<file path="src/rtl/uart_pkg.sv">
// uart_pkg: shared receiver state type, vote sample indices and baud divider helper.
// Imported by uart_rx_8x and intended for the companion transmitter.
package uart_pkg;

    typedef enum logic [2:0] {
        IDLE,
        START,
        DATA,
        STOP,
        BREAK
    } uart_state_e;

    localparam logic [2:0] VOTE_A    = 3'd3;
    localparam logic [2:0] VOTE_B    = 3'd4;
    localparam logic [2:0] VOTE_C    = 3'd5;
    localparam logic [2:0] LAST_SIDX = 3'd7;

    function automatic int unsigned calc_div(
        input int unsigned clk_freq,
        input int unsigned baud,
        input int unsigned os
    );
        return clk_freq / (baud * os);
    endfunction

endpackage

</file>
<file path="src/rtl/uart_baud_tick.sv">
// uart_baud_tick: free-running divider, one-cycle tick every DIV clocks.
// Ports: CLK_48M clock, RST_N sync active-low reset, tick_o oversample tick.
module uart_baud_tick #(
    parameter int unsigned DIV = 625
) (
    input  logic CLK_48M,
    input  logic RST_N,
    output logic tick_o
);

    localparam int unsigned CW = (DIV > 1) ? $clog2(DIV) : 1;
    localparam logic [CW-1:0] LAST = CW'(DIV - 1);

    logic [CW-1:0] cnt_q;
    logic [CW-1:0] cnt_d;

    always_comb begin
        tick_o = (cnt_q == LAST);
        cnt_d  = tick_o ? '0 : cnt_q + 1'b1;
    end

    always_ff @(posedge CLK_48M) begin
        if (!RST_N) begin
            cnt_q <= '0;
        end else begin
            cnt_q <= cnt_d;
        end
    end

endmodule

</file>
<file path="src/rtl/uart_rx_8x.sv">
// uart_rx_8x: 8x-oversampled 8N1 receiver with 3-sample majority vote.
// Ports: CLK_48M, RST_N, UART_TX line in, RX_DATA/RX_VALID/RX_READY, FRAME_ERR, OVERRUN.
module uart_rx_8x
    import uart_pkg::*;
#(
    parameter int unsigned CLK_FREQ   = 48000000,
    parameter int unsigned BAUD       = 9600,
    parameter int unsigned OVERSAMPLE = 8
) (
    input  logic       CLK_48M,
    input  logic       RST_N,
    input  logic       UART_TX,
    output logic [7:0] RX_DATA,
    output logic       RX_VALID,
    input  logic       RX_READY,
    output logic       FRAME_ERR,
    output logic       OVERRUN
);

    localparam int unsigned DIV = calc_div(CLK_FREQ, BAUD, OVERSAMPLE);

    logic tick;

    uart_baud_tick #(
        .DIV(DIV)
    ) u_tick (
        .CLK_48M(CLK_48M),
        .RST_N  (RST_N),
        .tick_o (tick)
    );

    logic        sync1_q, sync2_q;
    uart_state_e state_q, state_d;
    logic [2:0]  sidx_q, sidx_d;
    logic [2:0]  bitcnt_q, bitcnt_d;
    logic        v3_q, v3_d;
    logic        v4_q, v4_d;
    logic [7:0]  shreg_q, shreg_d;
    logic [7:0]  data_q, data_d;
    logic        valid_q, valid_d;
    logic        ferr_q, ferr_d;
    logic        ovr_q, ovr_d;
    logic        rxs;
    logic        vote;
    logic        done;

    assign rxs = sync2_q;
    // Samples 3 and 4 are held; sample 5 is the live line value.
    assign vote = (v3_q & v4_q) | (v3_q & rxs) | (v4_q & rxs);

    always_comb begin
        state_d  = state_q;
        sidx_d   = sidx_q;
        bitcnt_d = bitcnt_q;
        v3_d     = v3_q;
        v4_d     = v4_q;
        shreg_d  = shreg_q;
        data_d   = data_q;
        valid_d  = valid_q;
        ferr_d   = 1'b0;
        ovr_d    = 1'b0;
        done     = 1'b0;

        if (tick) begin
            sidx_d = sidx_q + 3'd1;
            if (sidx_q == VOTE_A) v3_d = rxs;
            if (sidx_q == VOTE_B) v4_d = rxs;
            unique case (state_q)
                IDLE: begin
                    // Detecting tick counts as sample 0.
                    if (!rxs) begin
                        state_d = START;
                        sidx_d  = 3'd1;
                    end
                end
                START: begin
                    if (sidx_q == VOTE_C && vote) begin
                        state_d = IDLE;
                    end else if (sidx_q == LAST_SIDX) begin
                        state_d  = DATA;
                        bitcnt_d = 3'd0;
                    end
                end
                DATA: begin
                    if (sidx_q == VOTE_C) shreg_d[bitcnt_q] = vote;
                    if (sidx_q == LAST_SIDX) begin
                        bitcnt_d = bitcnt_q + 3'd1;
                        if (bitcnt_q == 3'd7) state_d = STOP;
                    end
                end
                STOP: begin
                    // Decide mid stop bit and return to IDLE early to resync.
                    if (sidx_q == VOTE_C) begin
                        if (vote) begin
                            done    = 1'b1;
                            state_d = IDLE;
                        end else begin
                            ferr_d  = 1'b1;
                            state_d = BREAK;
                        end
                    end
                end
                BREAK: begin
                    if (rxs) state_d = IDLE;
                end
                default: state_d = IDLE;
            endcase
        end

        if (done) begin
            // A same-cycle handshake frees the holding register.
            if (!valid_q || RX_READY) begin
                data_d  = shreg_q;
                valid_d = 1'b1;
            end else begin
                ovr_d = 1'b1;
            end
        end else if (valid_q && RX_READY) begin
            valid_d = 1'b0;
        end
    end

    always_ff @(posedge CLK_48M) begin
        if (!RST_N) begin
            sync1_q  <= 1'b1;
            sync2_q  <= 1'b1;
            state_q  <= IDLE;
            sidx_q   <= 3'd0;
            bitcnt_q <= 3'd0;
            v3_q     <= 1'b1;
            v4_q     <= 1'b1;
            shreg_q  <= 8'h00;
            data_q   <= 8'h00;
            valid_q  <= 1'b0;
            ferr_q   <= 1'b0;
            ovr_q    <= 1'b0;
        end else begin
            sync1_q  <= UART_TX;
            sync2_q  <= sync1_q;
            state_q  <= state_d;
            sidx_q   <= sidx_d;
            bitcnt_q <= bitcnt_d;
            v3_q     <= v3_d;
            v4_q     <= v4_d;
            shreg_q  <= shreg_d;
            data_q   <= data_d;
            valid_q  <= valid_d;
            ferr_q   <= ferr_d;
            ovr_q    <= ovr_d;
        end
    end

    assign RX_DATA   = data_q;
    assign RX_VALID  = valid_q;
    assign FRAME_ERR = ferr_q;
    assign OVERRUN   = ovr_q;

endmodule

</file>
<file path="config.mk">
export PLATFORM = sky130hd
export DESIGN_NAME = uart_rx_8x
export DESIGN_NICKNAME = d
export VERILOG_FILES = /design/src/rtl/uart_pkg.sv /design/src/rtl/uart_baud_tick.sv /design/src/rtl/uart_rx_8x.sv
export SDC_FILE = /design/constraint.sdc
export NUM_CORES = 1
export LEC_CHECK = 0
export BUFFER_PORTS_ARGS = -buffer_cell sky130_fd_sc_hd__buf_2
export CORE_MARGIN = 8
export CORE_UTILIZATION = 52
export CTS_BUF_LIST = sky130_fd_sc_hd__clkbuf_16
export DETAILED_ROUTE_END_ITERATION = 6
export GPL_ROUTABILITY_DRIVEN = 0
export GPL_TIMING_DRIVEN = 0
export PLACE_DENSITY_LB_ADDON = 0.15
export SLEW_MARGIN = 15
export SYNTH_ARGS = -nofsm -noshare
export SYNTH_HDL_FRONTEND = slang
export SYNTH_HIERARCHICAL = 1
export SYNTH_SLANG_ARGS = --single-unit
</file>
<file path="constraint.sdc">
create_clock -name CLK_48M -period 4.3 [get_ports CLK_48M]
set_input_delay 0.43 -clock CLK_48M [delete_from_list [all_inputs] [get_ports CLK_48M]]
set_output_delay 0.43 -clock CLK_48M [all_outputs]
set_load 0.02 [all_outputs]
</file>
==> Yosys cells after proc, flatten, opt, wreduce, memory -nomap -nowiden <==
Index checks and enable logic that the tools add are counted.
{ "word_totals": {"n_memories": 0, "elab_cells": 88, "input_bits": 4, "output_inout_bits": 11, "latch_bits": 0, "ramBits": 0, "regBits": 42, "rom_bits": 0} }
{ "op_classes": {"mul": 0, "muxes": 27, "magnitude_cmp": 2, "n_shift": 0, "eq_ne": 19, "bitwise": 6, "div": 0, "addsub": 3, "n_reduce_logical": 18} }
{ "op_table": {"columns": ["cell", "n"], "rows": [
  ["3-bit two-way mux", 13],
  ["3-bit == test, second input constant", 5],
  ["3-bit case mux with 5 select lines", 1],
  ["2-bit != test, second input constant", 7],
  ["10-bit by 1-bit adder with 10-bit output, second input constant", 1],
  ["10-bit == test, second input constant", 1],
  ["1-bit two-way mux", 10],
  ["2-bit AND reduction", 5],
  ["3-bit by 2-bit == test with 1-bit output, second input constant", 3],
  ["8-bit bitwise mux", 1],
  ["7-bit AND reduction", 1],
  ["3-bit by 1-bit adder with 3-bit output, second input constant", 2],
  ["3-bit case mux with 2 select lines", 1],
  ["5-bit AND reduction", 1],
  ["3-bit by 4-bit less-than comparator with 1-bit output, second input constant", 1],
  ["4-bit AND reduction", 1],
  ["2-bit nonzero test", 2],
  ["1-bit bitwise AND", 3],
  ["1-bit demux with 3-bit select", 1],
  ["3-bit by 1-bit == test with 1-bit output, second input constant", 1],
  ["3-bit by 1-bit greater-or-equal comparator with 1-bit output, second input constant", 1],
  ["1-bit logical AND", 3],
  ["3-bit zero test", 1],
  ["3-bit != test, second input constant", 1],
  ["7 further kinds", 8]
]} }

==> Longest topological paths before layout <==
Gate-level depths: netlist (run 1).
{ "depth": {"depth_word": 9, "depth_mapped": 9, "depth_no_buf": 8} }

==> Hierarchy <==
Netlist (run 1), hierarchy kept.
{ "modules_own_cells": {"columns": ["module", "cells_per_inst", "n_inst", "area_per_inst_um2", "seq_area_each_um2"], "rows": [
  ["uart_rx_8x", 155, 1, 1501.4, 640.6],
  ["uart_baud_tick", 52, 1, 473.0, 200.2]
]} }

==> Least setup slack after synthesis (run 1) <==
OpenSTA, ideal clock, no wires.
{ "synth_timing": {"path_type": "register to register", "start": "register u_tick.cnt_q[4]", "end": "register data_q[0] (netlist: RX_DATA[0])", "setup_ps": 128, "synth_period_minus_slack_ps": 2123, "arrival_time_ps": 1996, "required_time_ps": 4172, "n_path_buf": 1, "slack_ps": 2177, "stages_incl_launch_ff": 8, "cell_sequence": "dfxtp_1 -> or3b_4 -> nor4_1 -> and3_1 -> clkbuf_1 -> nand4_2 -> mux2i_1 -> nor2_1"} }
{ "synth_between": {"elab_chain_cells": 3} }
{ "synth_lines": {"columns": ["item", "line_no", "rtl"], "rows": [
  ["start: declaration", "uart_baud_tick.sv:14", "logic [CW-1:0] cnt_q;"],
  ["start signal: assignment", "uart_baud_tick.sv:26", "cnt_q <= cnt_d;"],
  ["10-bit == test", "uart_baud_tick.sv:18", "tick_o = (cnt_q == LAST);"],
  ["net tick", "uart_rx_8x.sv:22", "logic tick;"],
  ["1-bit two-way mux", "uart_rx_8x.sv:64", "if (tick) begin"],
  ["2-bit AND reduction (no source line)", null, null],
  ["end signal: assignment", "uart_rx_8x.sv:146", "data_q <= data_d;"],
  ["end: declaration", "uart_rx_8x.sv:39", "logic [7:0] data_q, data_d;"]
]} }
The timed path passes the listed nets, and every way through them passes these cells.
A chain may end at the register's enable or synchronous reset.

==> Final worst setup path (run 1) <==
{ "layout_timing": {"start": "register u_tick.cnt_q[0]", "end": "register data_q[4] (netlist: RX_DATA[4])"} }
The elaborated chain is that of the path after synthesis.

==> results.yml, run 1 <==
critical_path:
  critical_path_required_ns: 4.45
  cp_slowest_cell: "nor4_1"
  path_class: "register to register"
  crit_path_max_incr_delay_ns: 0.52
  start_kind: "register"
  r2r_cells: 9
  crit_family: "simple AND/OR/NAND/NOR gates"
  critPathMaxFanout: 8
  reg2reg_slack_ns: 1.67
  critPathCaptureType: "register"
  crit_buf_inv: 2
  startpoint: "u_tick/cnt_q[0]$_SDFF_PP0_"
  reg2reg_from: "u_tick/cnt_q[0]$_SDFF_PP0_"
  r2r_end: "RX_DATA[4]$_SDFFE_PN0P_"
  crit_chain: "inv_1 -> ha_1 -> nand4_1 -> nor4_1 -> and3_1 -> clkbuf_1 -> nand4_2 -> mux2i_1 -> nor2_1"
  cp.arrival_ns: 2.78
clock_tree:
  tritoncts: "built"
  clkTransAtPathRegs_ns: 0.06
  clock_latency_ns: 0.28
  numCtsBuffers: 5
  cts_setup_buffers: 0
  cts_sinks: 42
  root_buffer: "clkbuf_16"
  hold_buffers: 0
  post_cts_resized: 0
  htreeDepth: 2
  cts_buffer_depth: 2
route:
  wl_mm: 3.79
  vias: 1534
  drt-initial-drc-count: 77
  wl_per_cell_um: 13.7
  drt_first_pass_iters: 4
  drt-vias-per-instance: 5.54
  ant_nets: 0
  route.detailed.drc: 0
logic_synthesis:
  synthSimpleGateAreaFrac: 0.230
  synth_xor_area_frac: 0.0222
  syn_nets: 220
  synthMuxAreaShare: 0.0963
  synth_edf_count: 0
  synth_cell_types: 42
  synth_fa_ha_area_frac: 0.0627
  synth_seq_cells: 42
  ys.flop_type: "dfxtp_1"
  synth_area_sq_mm: 0.00197
  async_flop_share: 0
  synth_top_family_by_area: "simple AND/OR/NAND/NOR gates"
  synth_compound_area_frac: 0.115
  syn_inst: 207
  yosysSeqAreaShare: 0.426
  yosysWarnings: 6
  syn_area_per_cell_sq_um: 9.54
power_and_ir_drop:
  p_leak_nw: 0.966
  cellPowerDensity_mw_per_mm2: 371
  ir_drop_v: 0.000282
placement:
  port_buffers: 14
  dp_hpwl_mm: 2.77
sta:
  worstMarginPinSlew_ns: 0.618
  fmax_ghz: 0.380
  skew_ns: 0.00344
  maxSlewHeadroom: 0.586
  fin_setup_tns_ns: 0
  rsz0062_at_grt: "no"
  post-route-min-period_ns: 2.63
  slew_viol_final: 0
  finalSetupViolCount: 0
  hold_slack_ns: 0.325
  final_hold_viol_count: 0
  fin_crit_sh: 0.611
layout:
  drive_gt1_frac: 0.162
  nNetsFinal: 241
  area_growth_pct: 15.1
  num_antenna_cells: 0
global_route:
  grt_max_degree: 15
  grt_pass1_wl_mm: 6.53
  grt_pass1_vias: 1484
  gr-total-overflow: 0
  grt_antenna_before_repair: 0
  grt_use_total: 0.131
floorplanning:
  die_h_um: 77.6
  die_w_um: 77.6
  dieArea_sq_mm: 0.00602
  start_util: 0.539
  core_sq_mm: 0.00366
  rows: 22
  io_pins: 15
worst_hold_path:
  holdPathEnd: "sync1_q$_SDFF_PN1_"
  holdPathStages: 2
  min_path_type: "primary input to register"
  holdCritStartpoint: "UART_TX"
outcome:
  status: "finished clean"
job:
  cap_violations: 0
==> worst register-to-register path, cell delays in order, from the launching register on <==
cell,delay (ns)
dfxtp_1,0.35
inv_1,0.07
ha_1,0.14
nand4_1,0.17
nor4_1,0.52
and3_1,0.25
clkbuf_1,0.31
nand4_2,0.39
mux2i_1,0.26
nor2_1,0.06
==> logic make-up after synthesis <==
kind of cell               Yosys count
muxes                               19
buffers and inverters               20
AOI/OAI and AO/OA                   25
DFF                                 42
xor gates and xnor gates             5
adders and majority gates           10
and+or+nand+nor                     86
==> worst max-delay path by stage <==
stage          cells after the start  slack (ns)                      end
2_1_floorplan                      7        2.18  RX_DATA[0]$_SDFFE_PN0P_
3_3_place_gp                       9        1.76  RX_DATA[6]$_SDFFE_PN0P_
3_5_place_dp                       9        1.71  RX_DATA[5]$_SDFFE_PN0P_
4_1_cts                            9        1.70  RX_DATA[5]$_SDFFE_PN0P_
5_1_grt                            9        1.45  RX_DATA[7]$_SDFFE_PN0P_
6_report                           9        1.67  RX_DATA[4]$_SDFFE_PN0P_
==> report_power, final <==
part	switching [W]	total, W	internal [W]
Clock	0.000152	0.000427	0.000275
Combinational	0.0000137	0.0000210	0.00000723
Sequential	0.00000287	0.000395	0.000392
Total	0.000169	0.000843	0.000674
==> final cells by class <==
class,instances,area [sq um]
flip-flops and latches,42,841
multi-input cells,145,1040
fillers,324,1390
clock buffers,5,125
plain buffers,10,57.6
clock inverters,3,43.8
repair buffers,14,70.1
well taps,48,60.1
inverters,10,37.5
==> cell usage after synthesis, types with 2 or more instances <==
cell type | count | area [sq um]
a2bb2oi_1 | 2 | 17.5
or3b_4 | 2 | 22.5
o31ai_1 | 2 | 15.0
mux2i_1 | 19 | 190
nand3_1 | 10 | 50.1
dfxtp_1 | 42 | 841
inv_1 | 10 | 37.5
nor2b_1 | 2 | 12.5
nand2b_1 | 3 | 18.8
and3_1 | 2 | 12.5
xnor2_1 | 3 | 26.3
nor3_1 | 2 | 10.0
o21ai_0 | 4 | 20.0
or4_1 | 2 | 15.0
nand2_1 | 16 | 60.1
nand4_1 | 9 | 56.3
ha_1 | 9 | 113
a21oi_1 | 6 | 30.0
nor2_1 | 25 | 93.8
or3_1 | 4 | 25.0
o22ai_1 | 3 | 18.8
nor4_1 | 3 | 18.8
buf_4 | 3 | 22.5
xor2_1 | 2 | 17.5
clkbuf_1 | 5 | 18.8
==> state kept, by name, indices dropped and copies added, names as in the netlist, 3 cells and up <==
signal / flops
state_q: 3
u_tick/cnt_q: 10
bitcnt_q: 3
shreg_q: 8
RX_DATA: 8
sidx_q: 3
==> routing by layer <==
metal  up-vias  global-route usage  wire length [um]
li1        776                   -                 -
met1       727               0.142              1740
met2        24               0.226              1850
met3         7              0.0449               131
met4         0              0.0566                66
met5         -                   0                 0
==> placed cells by master (no fill, tap or decap), types with 2 or more instances in the layout <==
cell / netlist / final
xor2_1: 2 / 2
nand2b_1: 3 / 3
nor3_1: 2 / 2
or3_1: 4 / 4
nand2_1: 16 / 16
buf_4: 3 / 3
nand3_1: 10 / 10
or3b_4: 2 / 2
a2bb2oi_1: 2 / 2
o21ai_0: 4 / 4
mux2i_1: 19 / 19
xnor2_1: 3 / 3
ha_1: 9 / 9
clkbuf_16: 0 / 5
a21oi_1: 6 / 6
clkbuf_1: 5 / 5
nor2b_1: 2 / 2
o31ai_1: 2 / 2
or4_1: 2 / 2
o22ai_1: 3 / 3
dfxtp_1: 42 / 42
nor4_1: 3 / 3
nor2_1: 25 / 25
inv_1: 10 / 10
buf_2: 1 / 15
and3_1: 2 / 2
nand4_1: 9 / 9
==> per-stage QoR <==
step | util | worst slack, ns | cell area [sq um] | cells | power [W]
global route | 0.621 | 1.45 | 2270 | 277 | 0.000870
global placement | 0.575 | 1.76 | 2100 | 269 | 0.000424
floorplan | - | 2.18 | 1970 | 207 | 0.000418
detailed placement | 0.575 | 1.71 | 2100 | 269 | 0.000425
finish | 0.621 | 1.67 | 2270 | 277 | 0.000843
CTS | 0.621 | 1.70 | 2270 | 277 | 0.000852
(Power assumes the default switching activity.)
==> run 2: changes to the inputs <==
clock period = 2.4 ns   (was 4.3 ns; I/O delays follow)
==> run 2 against run 1 <==
Fmax is 17% higher. Critical path depth did not move. Combinational power up 81%. Setup slack lost 1.5 ns. Clock skew about the same. Routed wire length about the same. Via count shrank 0.72%. Die area unchanged. First-iteration DRC count grew 25%. Clock power increased by 79%. Global-route usage hardly changed. Critical endpoint is now shreg_q[7]$_SDFFE_PN0P_. Largest cell class unchanged.
==> results.yml, run 2 (synthesis gave the netlist of run 1 again) <==
power_and_ir_drop:
  ir_drop_v: 0.000516
  switching_share: 0.201
  power.internal_w: 0.00121
  p_sw_w: 0.000303
  p_leak_nw: 0.968
  pwr-share-seq: 0.468
  pwr-share-comb: 0.025
  cellPowerDensity_mw_per_mm2: 655
  p_clk_frac: 0.506
critical_path:
  startpoint: "u_tick/cnt_q[0]$_SDFF_PP0_"
  crit_chain: "inv_1 -> ha_1 -> nand4_1 -> nor4_4 -> clkbuf_2 -> nand3_1 -> nor4_2 -> mux2i_1 -> nor2_1"
  r2r_cells: 9
  critical_path_required_ns: 2.55
  reg2reg_slack_ns: 0.16
  crit_path_max_incr_delay_ns: 0.35
  path_class: "register to register"
  r2r_end: "shreg_q[7]$_SDFFE_PN0P_"
  critPathMaxFanout: 10
  cp_slowest_cell: "dfxtp_1"
  reg2reg_from: "u_tick/cnt_q[0]$_SDFF_PP0_"
  critPathCaptureType: "register"
  cp.arrival_ns: 2.39
  start_kind: "register"
clock_tree:
  clkTransAtPathRegs_ns: 0.06
  tritoncts: "built"
  clock_latency_ns: 0.28
  numCtsBuffers: 5
  cts_setup_buffers: 0
  root_buffer: "clkbuf_16"
  cts_buffer_depth: 2
  hold_buffers: 0
  htreeDepth: 2
  cts_sinks: 42
sta:
  fin_setup_tns_ns: 0
  final_hold_viol_count: 0
  post-route-min-period_ns: 2.24
  slew_viol_final: 0
  fmax_ghz: 0.447
  fin_crit_sh: 0.933
  finalSetupViolCount: 0
  maxSlewHeadroom: 0.591
  skew_ns: 0.00300
  hold_slack_ns: 0.134
  worstMarginPinSlew_ns: 0.612
route:
  route.detailed.drc: 0
  ant_nets: 0
  vias: 1523
  wl_mm: 3.79
  wl_per_cell_um: 13.7
  drt-vias-per-instance: 5.52
  drt_first_pass_iters: 4
  drt-initial-drc-count: 96
layout:
  drive_gt1_frac: 0.180
  fin_util: 0.630
  postLayoutCellArea_sq_mm: 0.00231
  area_growth_pct: 16.9
  num_antenna_cells: 0
  nNetsFinal: 240
  layout_common_cells: "42 x dfxtp_1, 25 x nor2_1, 19 x mux2i_1"
  largest_reg_flops: 10
  layout.cells.most_common: "dfxtp_1"
  regMostFlops: "u_tick/cnt_q"
floorplanning:
  rows: 22
  die_w_um: 77.6
  core_sq_mm: 0.00366
  dieArea_sq_mm: 0.00602
  die_h_um: 77.6
  start_util: 0.539
  io_pins: 15
global_route:
  gr-total-overflow: 0
  grt_pass1_wl_mm: 6.51
  grt_use_total: 0.131
  grt_pass1_vias: 1477
  grt_antenna_before_repair: 0
  grt_max_degree: 15
placement:
  port_buffers: 14
  dp_hpwl_mm: 2.77
  dpl_cell_area_sq_mm: 0.00210
worst_hold_path:
  holdPathEnd: "sync1_q$_SDFF_PN1_"
  holdCritStartpoint: "UART_TX"
  min_path_type: "primary input to register"
  holdPathStages: 2
job:
  cap_violations: 0
outcome:
  status: "finished clean"
==> run 2: worst max-delay path: cells and delay by family (launching register included) <==
family / cells / cell delay (ns)
flip-flops: 1 / 0.35
buffers and inverters: 2 / 0.34
multiplexers: 1 / 0.21
AND/OR/NAND/NOR: 5 / 1.06
adder cells (fa/ha/maj): 1 / 0.14
==> run 2: how the worst max path moves through the flow <==
stage	to	slack [ns]	cells after the start
after global placement	RX_DATA[6]$_SDFFE_PN0P_	-0.14	9
after CTS	RX_DATA[5]$_SDFFE_PN0P_	0.04	9
after floorplan	RX_DATA[0]$_SDFFE_PN0P_	0.28	7
after global routing	shreg_q[7]$_SDFFE_PN0P_	-0.03	9
after detailed placement	RX_DATA[5]$_SDFFE_PN0P_	-0.19	9
final	shreg_q[7]$_SDFFE_PN0P_	0.16	9
==> run 2: area by class of cell <==
class	count	area, sq um
Inverter	10	37.5
Fill cell	317	1350
Buffer	9	55.1
Tap cell	48	60.1
Sequential cell	42	841
Timing Repair Buffer	14	70.1
Clock inverter	3	43.8
Clock buffer	5	125
Multi-Input combinational cell	145	1070
==> run 2: power by group through the flow <==
stage	Combinational (W)	Sequential, W	Clock (W)
5_1_grt	0.0000431	0.000708	0.000809
2_1_floorplan	0.0000265	0.000722	0
4_1_cts	0.0000381	0.000708	0.000781
3_3_place_gp	0.0000365	0.000723	0
6_report	0.0000381	0.000708	0.000765
3_5_place_dp	0.0000379	0.000724	0
==> run 2: metal layers <==
metal	wire length [um]	track usage
met4	66	0.0566
met5	0	0
met2	1870	0.226
met3	142	0.0449
met1	1700	0.142
==> run 2: per-stage QoR <==
step	setup WS (ns)	power, W	std cells
after floorplan	0.277	0.000749	207
after global placement	-0.142	0.000759	269
after detailed placement	-0.190	0.000762	269
after CTS	0.0384	0.00153	277
after global routing	-0.0291	0.00156	276
final	0.160	0.00151	276
==> run 2: timing repair <==
action / 4_1_cts / 5_1_grt
gates cloned: 0 / 0
setup endpoints to repair: 10 / 11
gates resized for setup: 3 / 3
